==> src/rtl/rs232_tx_streamer_if.sv <==
// Avalon-MM master bus plus the inbound byte stream for the RS232 transmit streamer.
// The master modport is the streamer side; the slave modport is the UART/arbiter and byte source side.
interface rs232_tx_streamer_if;
    logic [4:0]  avm_address;
    logic        avm_read;
    logic [31:0] avm_readdata;
    logic        avm_write;
    logic [31:0] avm_writedata;
    logic        avm_waitrequest;
    logic [7:0]  in_data;
    logic        in_valid;
    logic        in_ready;

    modport master (
        output avm_address,
        output avm_read,
        input  avm_readdata,
        output avm_write,
        output avm_writedata,
        input  avm_waitrequest,
        input  in_data,
        input  in_valid,
        output in_ready
    );

    modport slave (
        input  avm_address,
        input  avm_read,
        output avm_readdata,
        input  avm_write,
        input  avm_writedata,
        output avm_waitrequest,
        output in_data,
        output in_valid,
        input  in_ready
    );
endinterface

==> src/rtl/rs232_tx_streamer.sv <==
// Buffers a byte stream in a FIFO and sends each byte to the UART TX register,
// polling the status register until TX_OK is set before every write.
module rs232_tx_streamer #(
    parameter int unsigned FIFO_DEPTH  = 16,
    parameter int unsigned TX_BASE     = 4,
    parameter int unsigned STATUS_BASE = 8,
    parameter int unsigned TX_OK_BIT   = 6
) (
    input  logic                       avm_clk,
    input  logic                       avm_rst,
    rs232_tx_streamer_if.master        bus,
    output logic                       busy,
    output logic [15:0]                bytes_sent
);
    localparam int unsigned PTR_W  = $clog2(FIFO_DEPTH);
    localparam int unsigned CNT_W  = PTR_W + 1;
    localparam int unsigned ADDR_W = 5;
    localparam int unsigned DATA_W = 32;
    localparam int unsigned BYTE_W = 8;
    localparam int unsigned SENT_W = 16;

    localparam logic [1:0] S_IDLE  = 2'd0;
    localparam logic [1:0] S_POLL  = 2'd1;
    localparam logic [1:0] S_WRITE = 2'd2;

    localparam logic [ADDR_W-1:0] STATUS_ADDR = ADDR_W'(STATUS_BASE);
    localparam logic [ADDR_W-1:0] TX_ADDR     = ADDR_W'(TX_BASE);

    logic [1:0]        state;
    logic [1:0]        state_nx;
    logic              read_nx;
    logic              write_nx;
    logic [ADDR_W-1:0] address_nx;
    logic [DATA_W-1:0] writedata_nx;

    logic [BYTE_W-1:0] mem [FIFO_DEPTH];
    logic [PTR_W-1:0]  wr_ptr;
    logic [PTR_W-1:0]  rd_ptr;
    logic [CNT_W-1:0]  count;
    logic [BYTE_W-1:0] head;
    logic              push;
    logic              pop;
    logic              slave_ready;
    logic              status_ok;
    logic              more_after_pop;

    assign bus.in_ready   = (count < CNT_W'(FIFO_DEPTH));
    assign push           = bus.in_valid & bus.in_ready;
    assign head           = mem[rd_ptr];
    assign slave_ready    = ~bus.avm_waitrequest;
    assign status_ok      = bus.avm_readdata[TX_OK_BIT];
    assign busy           = (state != S_IDLE) || (count != '0);
    // A push landing in the same cycle as the pop keeps the queue non-empty.
    assign more_after_pop = push || (count > CNT_W'(1));

    // Next-state and next-output logic; outputs hold unless a transition changes them.
    always_comb begin
        state_nx     = state;
        read_nx      = bus.avm_read;
        write_nx     = bus.avm_write;
        address_nx   = bus.avm_address;
        writedata_nx = bus.avm_writedata;
        pop          = 1'b0;
        case (state)
            S_IDLE: begin
                read_nx  = 1'b0;
                write_nx = 1'b0;
                if (count != '0) begin
                    state_nx   = S_POLL;
                    read_nx    = 1'b1;
                    address_nx = STATUS_ADDR;
                end
            end
            S_POLL: begin
                // A not-ready status leaves avm_read high, which re-issues the read.
                if (slave_ready && status_ok) begin
                    state_nx     = S_WRITE;
                    read_nx      = 1'b0;
                    write_nx     = 1'b1;
                    address_nx   = TX_ADDR;
                    writedata_nx = {(DATA_W - BYTE_W)'(0), head};
                end
            end
            S_WRITE: begin
                if (slave_ready) begin
                    pop        = 1'b1;
                    write_nx   = 1'b0;
                    address_nx = STATUS_ADDR;
                    if (more_after_pop) begin
                        state_nx = S_POLL;
                        read_nx  = 1'b1;
                    end else begin
                        state_nx = S_IDLE;
                        read_nx  = 1'b0;
                    end
                end
            end
            default: begin
                state_nx   = S_IDLE;
                read_nx    = 1'b0;
                write_nx   = 1'b0;
                address_nx = STATUS_ADDR;
            end
        endcase
    end

    // State and Avalon output registers.
    always_ff @(posedge avm_clk) begin
        if (avm_rst) begin
            state             <= S_IDLE;
            bus.avm_read      <= 1'b0;
            bus.avm_write     <= 1'b0;
            bus.avm_address   <= STATUS_ADDR;
            bus.avm_writedata <= '0;
        end else begin
            state             <= state_nx;
            bus.avm_read      <= read_nx;
            bus.avm_write     <= write_nx;
            bus.avm_address   <= address_nx;
            bus.avm_writedata <= writedata_nx;
        end
    end

    // FIFO pointers, occupancy and sent-byte counter.
    always_ff @(posedge avm_clk) begin
        if (avm_rst) begin
            wr_ptr     <= '0;
            rd_ptr     <= '0;
            count      <= '0;
            bytes_sent <= '0;
        end else begin
            if (push) begin
                wr_ptr <= wr_ptr + PTR_W'(1);
            end
            if (pop) begin
                rd_ptr     <= rd_ptr + PTR_W'(1);
                bytes_sent <= bytes_sent + SENT_W'(1);
            end
            case ({push, pop})
                2'b10:   count <= count + CNT_W'(1);
                2'b01:   count <= count - CNT_W'(1);
                default: count <= count;
            endcase
        end
    end

    // Storage array; contents are don't-care until written, so no reset.
    always_ff @(posedge avm_clk) begin
        if (push && !avm_rst) begin
            mem[wr_ptr] <= bus.in_data;
        end
    end
endmodule

==> src/flat_wrapper.sv <==
// flat-port wrapper written by rule: the top's interface ports become plain ports
module rs232_tx_streamer_flat 
#(
    parameter int unsigned FIFO_DEPTH  = 16,
    parameter int unsigned TX_BASE     = 4,
    parameter int unsigned STATUS_BASE = 8,
    parameter int unsigned TX_OK_BIT   = 6
)
  (avm_clk, avm_rst, busy, bytes_sent, bus_avm_address, bus_avm_read, bus_avm_readdata, bus_avm_write, bus_avm_writedata, bus_avm_waitrequest, bus_in_data, bus_in_valid, bus_in_ready);
  rs232_tx_streamer_if bus_i ();
  input  logic avm_clk;
  input  logic avm_rst;
  output logic busy;
  output logic [15:0] bytes_sent;
  output wire logic [$bits(bus_i.avm_address)-1:0] bus_avm_address;
  output wire logic [$bits(bus_i.avm_read)-1:0] bus_avm_read;
  input wire logic [$bits(bus_i.avm_readdata)-1:0] bus_avm_readdata;
  output wire logic [$bits(bus_i.avm_write)-1:0] bus_avm_write;
  output wire logic [$bits(bus_i.avm_writedata)-1:0] bus_avm_writedata;
  input wire logic [$bits(bus_i.avm_waitrequest)-1:0] bus_avm_waitrequest;
  input wire logic [$bits(bus_i.in_data)-1:0] bus_in_data;
  input wire logic [$bits(bus_i.in_valid)-1:0] bus_in_valid;
  output wire logic [$bits(bus_i.in_ready)-1:0] bus_in_ready;
  assign bus_avm_address = bus_i.avm_address;
  assign bus_avm_read = bus_i.avm_read;
  assign bus_i.avm_readdata = bus_avm_readdata;
  assign bus_avm_write = bus_i.avm_write;
  assign bus_avm_writedata = bus_i.avm_writedata;
  assign bus_i.avm_waitrequest = bus_avm_waitrequest;
  assign bus_i.in_data = bus_in_data;
  assign bus_i.in_valid = bus_in_valid;
  assign bus_in_ready = bus_i.in_ready;
  rs232_tx_streamer #(.FIFO_DEPTH(FIFO_DEPTH), .TX_BASE(TX_BASE), .STATUS_BASE(STATUS_BASE), .TX_OK_BIT(TX_OK_BIT)) u_core (.avm_clk(avm_clk), .avm_rst(avm_rst), .bus(bus_i), .busy(busy), .bytes_sent(bytes_sent));
endmodule
==> config.mk <==
export PLATFORM = sky130hd
export DESIGN_NAME = rs232_tx_streamer_flat
export DESIGN_NICKNAME = d
export VERILOG_FILES = /design/src/rtl/rs232_tx_streamer_if.sv /design/src/rtl/rs232_tx_streamer.sv /design/src/flat_wrapper.sv
export SDC_FILE = /design/constraint.sdc
export NUM_CORES = 1
export LEC_CHECK = 0
export CORE_MARGIN = 2
export CORE_UTILIZATION = 35
export DETAILED_ROUTE_END_ITERATION = 12
export GPL_ROUTABILITY_DRIVEN = 0
export SYNTH_ARGS = -nofsm -noshare
export SYNTH_HDL_FRONTEND = slang
export SYNTH_SLANG_ARGS = --single-unit
==> constraint.sdc <==
create_clock -name avm_clk -period 2.3 [get_ports avm_clk]
set_input_delay 0.46 -clock avm_clk [delete_from_list [all_inputs] [get_ports avm_clk]]
set_output_delay 0.46 -clock avm_clk [all_outputs]
set_load 0.01 [all_outputs]
Yosys cells after proc, flatten, opt, wreduce, memory -nomap -nowiden
Memories as Yosys holds them, arrays and structs flattened. A register that Yosys moved wholly into a read port is not among the register bits.
Cells that the tools add are included.
Widths: inputs -> output; s select.
Storage, ports and cells
  register bits: 38
  memory bits (writable): 128
  bits of input ports: 44
  output and inout port bits: 57
  logic and storage cells: 59
  memories: 1
Memories
  u_core.mem: words 16, width 8, read ports 1, clocked after memory_dff 1, wr ports 1, line rs232_tx_streamer.sv:36  | logic [BYTE_W-1:0] mem [FIFO_DEPTH];
Cells by class
  $add $sub $neg: 5
  order comparisons: 2
  equality and inequality tests: 7
  muxes and demuxes: 22
  bitwise operators: 2
  reductions and logical operators: 12
Operator list (number)
  $add 16x1->16 const B: 1
  $mux 5: 3
  $pmux 5 s3: 1
  $mux 1: 11
  $pmux 5 s2: 1
  $add 4x1->4 const B: 2
  $mux 2: 3
  $pmux 2 s3: 1
  $add 5x1->5 const B: 1
  $gt 5x1->1 const B: 1
  $lt 5x5->1 const B: 1
  $reduce_bool 5->1: 1
  $sub 5x1->5 const B: 1
  $eq 2x1->1 const B: 2
  $eq 2x2->1 const B: 2
  $ne 2x1->1 const B: 2
  $reduce_and 2->1: 2
  $reduce_bool 2->1: 2
  $pmux 1 s3: 1
  $reduce_and 3->1: 1
  $logic_and 1x1->1: 2
  $logic_not 2->1: 1
  $logic_or 1x1->1: 2
  $ne 2x2->1 const B: 1
  4 further kinds: 4

Longest topological paths before layout
Gate-level depths: netlist of run 1.
  depth after elaboration: 6
  gate-level depth with buffers: 8
  mapped depth without buffers: 7

Worst setup path after synthesis of run 1
Ideal clock, no wire load.
  kind: input port to flip-flop
  start point: input port bus_avm_waitrequest
  end point: register u_core.count[3]
  setup time: 0.128 ns
  arrival time: 2.155 ns
  data required time: 2.172 ns
  path slack: 0.018 ns
  stages on the path: 7
  buffers on the path: 1
  cell sequence: nor3b_1 buf_1 ha_1 or4b_2 a21oi_1 xnor2_1 nor2_1
On the way
  word-level cells in the longest chain between the ends: 4
  elaborated cells between the ends (all ways): 6
  those cells by class: eq/ne: 2; mux: 3; reduce/logical: 1
Ends and longest elaborated chain
  start: declaration: line flat_wrapper.sv:20  | input wire logic [$bits(bus_i.avm_waitrequest)-1:0] bus_avm_waitrequest;
  $mux 1 (*): line rs232_tx_streamer.sv:85  | if (slave_ready) begin
  $mux 1 (*): line rs232_tx_streamer.sv:64  | case (state)
  $eq 2x1->1 or $eq 2x2->1 (tied branches): line rs232_tx_streamer.sv:139  | case ({push, pop})
  $pmux 5 s2 or $reduce_bool 2->1 (tied branches)
  end signal: assignment: line rs232_tx_streamer.sv:140  | 2'b10: count <= count + CNT_W'(1);
  end signal: assignment: line rs232_tx_streamer.sv:141  | 2'b01: count <= count - CNT_W'(1);
  end signal: assignment: line rs232_tx_streamer.sv:142  | default: count <= count;
  end: declaration: line rs232_tx_streamer.sv:39  | logic [CNT_W-1:0] count;
Every way passes the cells marked *; elsewhere a longest branch is shown, timed or not.
A chain may end at the register's enable or synchronous reset.

Final worst setup path of run 1
  start point: register u_core.count[2]
  end point: output port busy
On the way
  word-level cells in the longest chain between the ends: 2
Ends and longest elaborated chain
  $reduce_bool 5->1: line rs232_tx_streamer.sv:52  | assign busy = (state != S_IDLE) || (count != '0);
  $logic_or 1x1->1: line rs232_tx_streamer.sv:52
  end: declaration: line flat_wrapper.sv:13  | output logic busy;
Every way passes these cells.

==> flow_metrics.py, run 1 <==
metrics = {
    "logic_synthesis": {
        "synth.top_cells.by_count": "128 x edfxtp_1, 42 x dfxtp_1, 41 x nor2_1, 32 x mux4_2, 29 x buf_4",
        "yosysTopAreaCellShare_pct": 54.3,
        "synthTopCellsByArea": "edfxtp_1 54%, dfxtp_1 12%, mux4_2 10%",
        "yosys.area.top_type": "edfxtp_1",
        "ys_ff_latch": 170,
        "synth_area_mm2": 0.00708,
        "yosysMostFrequentCell": "edfxtp_1",
        "yosys_warnings": 0,
        "synth_area_per_cell_um2": 15.5,
        "yosysSeqAreaShare_pct": 66.2,
        "ys.flop_type": "edfxtp_1",
        "ys_async_sr_fraction_pct": 0,
        "synth_cells": 458,
        "netlist-cell-type-count": 44,
        "synth_edf_count": 128,
    },
    "route": {
        "first_iter_violations": 195,
        "first_pass_iters": 4,
        "ant_nets": 0,
        "wirelength_um": 13800,
        "routed_via_density": 4.97,
        "vias": 4059,
        "drc": 0,
        "wire_per_inst_um": 16.9,
    },
    "setup_path": {
        "crit_buf_inv": 1,
        "r2r_start": "u_core.bus.avm_address[2]$_SDFFE_PP0P_",
        "critPathLaunch": "u_core.count[2]$_SDFFE_PP0P_",
        "cp-end-kind": "output pin",
        "rr_endpoint": "u_core.count[3]$_SDFFE_PP0P_",
        "cp_num_cells": 3,
        "r2r_slack_ps": 220,
        "worstPathArrival_ps": 1770,
        "worstPathCellList": "or3_4, or3b_2, buf_2",
        "cp.required_ps": 1840,
        "cp-start-kind": "flip-flop",
        "cp_max_fo": 7,
        "cp_slowest_cell": "or3b_2",
        "r2r_cells": 6,
        "critPathTopFamily": "simple AND/OR/NAND/NOR gates",
        "path_class": "flip-flop to output pin",
        "cpPeakStageDelay_ps": 460,
        "endpoint": "busy",
    },
    "cells_and_area": {
        "nets": 587,
        "multi_input_area_mm2": 0.00217,
        "antenna_cells": 0,
        "area_growth_pct": 20.8,
        "drive_gt1_share_pct": 20.7,
        "post-route-cell-area_mm2": 0.00855,
        "seq_area_mm2": 0.00469,
        "nFillCells": 1844,
    },
    "timing": {
        "post-route-period-util_pct": 97.1,
        "setup_viol": 0,
        "holdWs_ps": 461,
        "finalSetupTns_ps": 0,
        "finalCriticalPeriod_ps": 2230,
        "slew_viol_final": 0,
        "tightest_slew_ps": 634,
        "rsz0062_at_grt": "false",
        "hold_violations": 0,
        "relSlewSlack_pct": 57.6,
        "fmax_mhz": 448,
        "fin_worst_skew_ps": 15.8,
    },
    "clocking": {
        "clockBufferDepth": 2,
        "hold_buffers": 0,
        "h-tree-depth": 4,
        "cts-buffers-inserted": 17,
        "cts_tree": "done",
        "root_buffer": "clkbuf_16",
        "clock_latency_ps": 430,
        "cts.sinks": 170,
        "clkTransAtPathRegs_ps": 60,
    },
    "power": {
        "pwr_density_cell_mw_per_mm2": 759,
        "irDropWorstVdd_mv": 0.608,
        "p_sw_share_pct": 22.8,
        "p_int_mw": 5.01,
        "combPwrFrac_pct": 4.8,
        "p_leak_nw": 2.82,
        "seqPwrFrac_pct": 51.8,
        "switchingPower_mw": 1.48,
        "pwr-share-clk_pct": 43.4,
    },
    "floorplanning": {
        "row_count": 52,
        "core_mm2": 0.0200,
        "die_w_um": 146,
        "die_y_um": 146,
        "start_util_pct": 35.3,
        "io_pins": 101,
        "die-area_mm2": 0.0214,
    },
    "global_routing": {
        "grt_max_degree": 42,
        "grt_overflow": 0,
        "grt_usage_pct": 13.5,
        "grt_pass1_vias": 4031,
        "antenna_found_initial": 0,
        "grt_first_pass_wirelength_um": 22000,
    },
    "job": {
        "maxCapViolations": 0,
    },
    "placement": {
        "io_buffer_count": 42,
        "hpwlAfterDp_um": 9040,
        "place_area_mm2": 0.00795,
    },
    "status": {
        "status": "complete, no violations",
    },
    "hold_path": {
        "hold_class": "flip-flop to flip-flop",
    },
}
-- registers in the layout, indices dropped and copies added (netlist names) --
name	flops
u_core.count	5
u_core.bus.avm_address	2
u_core.mem	128
u_core.wr_ptr	4
u_core.bus.avm_writedata	8
u_core.bus.avm_write	1
u_core.bus.avm_read	1
u_core.bytes_sent	16
u_core.rd_ptr	4
u_core.state	1
-- area by class of cell --
cell class / instances / share of cell area [%]
multi-input cells: 256 / 25.4
flip-flops and latches: 170 / 54.8
clock inverters: 14 / 1.86
repair buffers: 80 / 8.63
inverters: 8 / 0.351
well taps: 270 / 3.95
clock buffers: 18 / 5.02
-- logic make-up (layout without fill, tap and decap cells) --
logic type	count (synthesis)	in the layout	synth area share, %
adder cells (fa/ha/maj)	10	10	1.77
buffers and inverters	58	120	4.82
XOR/XNOR	17	17	2.10
AND/OR/NAND/NOR	111	111	8.57
other	1	27	0.0530
multiplexers	53	53	13.2
AO/OA/AOI/OAI	38	38	3.32
flip-flops	170	170	66.2
-- through the flow --
step	cells	utilization (%)	power [mW]	setup WS (ps)
floorplan	484	-	3.63	17.6
global placement	784	39.7	3.73	-209
detailed placement	784	39.7	3.74	-204
CTS	816	42.6	6.55	41.0
global route	816	42.7	6.72	6.51
finish	816	42.7	6.49	67.5
-- what timing repair did --
item,CTS,global route
gates resized for setup,7,2
endpoints found under the setup margin,1,1
buffers inserted,0,0
-- worst min path at each step --
stage                                 startpoint                           endpoint  slack [ps]  cells past startpoint
2_1_floorplan       u_core.count[4]$_SDFFE_PP0P_       u_core.count[4]$_SDFFE_PP0P_         480                      2
3_3_place_gp    u_core.bus.avm_read$_SDFFE_PP0P_   u_core.bus.avm_read$_SDFFE_PP0P_         450                      2
5_1_grt         u_core.bus.avm_read$_SDFFE_PP0P_   u_core.bus.avm_read$_SDFFE_PP0P_         480                      2
3_5_place_dp   u_core.bus.avm_write$_SDFFE_PP0P_  u_core.bus.avm_write$_SDFFE_PP0P_         460                      2
4_1_cts        u_core.bus.avm_write$_SDFFE_PP0P_  u_core.bus.avm_write$_SDFFE_PP0P_         470                      2
6_report       u_core.bus.avm_write$_SDFFE_PP0P_  u_core.bus.avm_write$_SDFFE_PP0P_         460                      2
-- metal layers --
layer / track usage [%] / vias up / routed length [µm]
met5: 0 / - / 0
met4: 4.56 / 0 / 175
met3: 3.50 / 17 / 750
met2: 21.8 / 121 / 6640
met1: 17.9 / 2076 / 6210
li1: - / 1845 / -
-- power by group through the flow --
stage / logic (mW) / clock network [mW] / registers, mW
after global placement: 0.304 / 0 / 3.42
final: 0.313 / 2.82 / 3.36
after CTS: 0.312 / 2.88 / 3.36
after global routing: 0.347 / 3.01 / 3.36
after detailed placement: 0.314 / 0 / 3.43
after floorplan: 0.200 / 0 / 3.43
-- worst register-to-register path: stages, from the launching register on --
cell and delay, ps:
dfxtp_1 470, nor3b_1 320, ha_1 230, or4b_2 580, a21oi_1 180, xnor2_1 140, nor2_1 50
-- cells in the final DEF, fill, tap and decap left out, types with 3 or more instances in the layout --
master,count
nand2_1,15
or3_1,7
buf_4,35
edfxtp_1,128
clkdlybuf4s50_1,41
ha_1,9
inv_8,3
inv_1,7
mux4_2,32
nand3_1,4
nor2_1,41
o221ai_1,8
mux2i_1,19
nand4_1,8
nor2b_1,4
clkinvlp_4,3
a21oi_1,16
conb_1,27
xnor2_1,4
dfxtp_1,40
buf_12,3
clkbuf_16,17
o21ai_0,7
nand3b_1,10
inv_6,3
xor2_1,13
Power figures use the tool's default switching activity.
==> run 2, diff against run 1 <==
--- a/config.mk
+++ b/config.mk
@@ -11,2 +11,3 @@
 export GPL_ROUTABILITY_DRIVEN = 0
+export PLACE_DENSITY = 0.65
 export SYNTH_ARGS = -nofsm -noshare
--- a/constraint.sdc
+++ b/constraint.sdc
@@ -3,2 +3,2 @@
 set_output_delay 0.46 -clock avm_clk [all_outputs]
-set_load 0.01 [all_outputs]
+set_load 0.005 [all_outputs]
==> flow_metrics.py, run 2 (synthesized netlist as in run 1, its figures left out) <==
metrics = {
    "status": {
        "status": "complete, no violations",
    },
    "cells_and_area": {
        "nets": 582,
        "utilization_pct": 42.0,
        "regMostFlops": "u_core.mem",
        "layout_commonest_cell": "edfxtp_1",
        "final_cell_mix": "128 x edfxtp_1, 41 x nor2_1, 41 x clkdlybuf4s50_1",
        "largest_reg_flops": 128,
        "reg_top3": "u_core.mem (128), u_core.bytes_sent (16), u_core.bus.avm_writedata (8)",
        "antenna_cells": 0,
        "area_growth_pct": 18.9,
        "drive_gt1_share_pct": 19.4,
    },
    "setup_path": {
        "path_class": "flip-flop to output pin",
        "worstPathArrival_ps": 1760,
        "crit_buf_inv": 2,
        "worstPathCellList": "inv_2, ha_2, and2b_1, or3b_4, clkdlybuf4s15_2",
        "cp_max_fo": 5,
        "cpPeakStageDelay_ps": 380,
        "critPathLaunch": "u_core.count[1]$_SDFFE_PP0P_",
        "cp-start-kind": "flip-flop",
        "cp_slowest_cell": "or3b_4",
        "critPathTopFamily": "simple AND/OR/NAND/NOR gates",
        "r2r_start": "u_core.bus.avm_address[2]$_SDFFE_PP0P_",
        "cp.required_ps": 1840,
        "cp-end-kind": "output pin",
    },
    "timing": {
        "slew_viol_final": 0,
        "rsz0062_at_grt": "false",
        "finalSetupTns_ps": 0,
        "hold_violations": 0,
        "fmax_mhz": 450,
        "post-route-period-util_pct": 96.6,
        "finalCriticalPeriod_ps": 2220,
        "setup_viol": 0,
        "tightest_slew_ps": 541,
        "relSlewSlack_pct": 63.8,
        "fin_worst_skew_ps": 6.77,
    },
    "route": {
        "drc": 0,
        "first_iter_violations": 241,
        "wirelength_um": 13700,
        "first_pass_iters": 5,
        "routed_via_density": 4.92,
        "wire_per_inst_um": 16.8,
        "ant_nets": 0,
        "vias": 3988,
    },
    "power": {
        "irDropWorstVdd_mv": 0.631,
        "pwr_density_cell_mw_per_mm2": 739,
        "p_leak_nw": 2.76,
    },
    "floorplanning": {
        "row_count": 52,
        "core_mm2": 0.0200,
        "die_w_um": 146,
        "die_y_um": 146,
        "die-area_mm2": 0.0214,
        "start_util_pct": 35.3,
        "io_pins": 101,
    },
    "global_routing": {
        "grt_first_pass_wirelength_um": 21400,
        "antenna_found_initial": 0,
        "grt_pass1_vias": 3957,
        "grt_overflow": 0,
        "grt_max_degree": 36,
        "grt_usage_pct": 13.3,
    },
    "clocking": {
        "cts-buffers-inserted": 17,
        "postCtsSetupBuffers": 0,
        "cts.sinks": 170,
        "root_buffer": "clkbuf_16",
        "clockBufferDepth": 2,
        "clock_latency_ps": 430,
        "h-tree-depth": 4,
        "hold_buffers": 0,
        "clkTransAtPathRegs_ps": 60,
        "cts_tree": "done",
    },
    "placement": {
        "io_buffer_count": 42,
        "hpwlAfterDp_um": 8940,
    },
    "job": {
        "maxCapViolations": 0,
    },
    "hold_path": {
        "hp-start": "u_core.bus.avm_read$_SDFFE_PP0P_",
        "hold_class": "flip-flop to flip-flop",
    },
}
[run 2: changes by cell type in the layout (fill, tap and decap cells not counted), moves of 2 or more]
| cell | change |
|---|---|
| inv_8 | -2 |
| clkinv_1 | +3 |
| clkinv_8 | -2 |
| buf_4 | -3 |
| buf_12 | -2 |
[run 2: final cells by class]
| cell class | instances | area [µm²] |
|---|---|---|
| Clock buffer | 18 | 429 |
| Inverter | 8 | 30.0 |
| Tap cell | 270 | 338 |
| Sequential cell | 170 | 4690 |
| Multi-Input combinational cell | 256 | 2160 |
| Timing Repair Buffer | 75 | 682 |
| Clock inverter | 14 | 95.1 |
| Fill cell | 1796 | 11600 |
[run 2: tightest hold or removal path: cells and delay by family, from the launching register on]
family | cells | cell delay, ps
DFF | 1 | 310
and+or+nand+nor | 1 | 50
AOI/OAI and AO/OA | 1 | 50
[run 2: metrics by stage]
stage                     instance area, µm²  cells  setup slack (ps)  hold WS (ps)  total power [mW]
after floorplan                         7180    484              17.6           453              3.61
after global placement                  7890    779              -188           452              3.70
after detailed placement                7890    779              -216           452              3.72
after CTS                               8420    811              54.4           461              6.28
after global routing                    8420    811            0.0421           506              6.43
final                                   8420    811              79.1           457              6.22
[run 2: power by group]
| group | total (mW) | leakage [nW] | switching (mW) | internal (mW) |
|---|---|---|---|---|
| combinational | 0.293 | 1.02 | 0.158 | 0.134 |
| sequential | 3.36 | 1.49 | 0.0278 | 3.33 |
| clock | 2.57 | 0.247 | 1.19 | 1.38 |
| total | 6.22 | 2.76 | 1.38 | 4.85 |
[run 2: final timing paths]
path	to	slack, ps	cells past startpoint
max reg2reg	u_core.count[3]$_SDFFE_PP0P_	190	6
max	busy	80	5
min	u_core.bus.avm_read$_SDFFE_PP0P_	460	2
min reg2reg	u_core.bus.avm_read$_SDFFE_PP0P_	460	2
[run 2: layer usage]
metal,global-route usage (%),vias to the layer above,routed length [µm]
met5,0,-,0
met4,5.49,0,264
met3,3.88,23,945
met2,21.3,142,6590
met1,16.9,1993,5870
li1,-,1830,-
[run 2: what timing repair did]
| item | 4_1_cts | 5_1_grt |
|---|---|---|
| gates resized for setup | 7 | 1 |
| endpoints found under the hold margin | 0 | 0 |
| setup endpoints to repair | 1 | 1 |
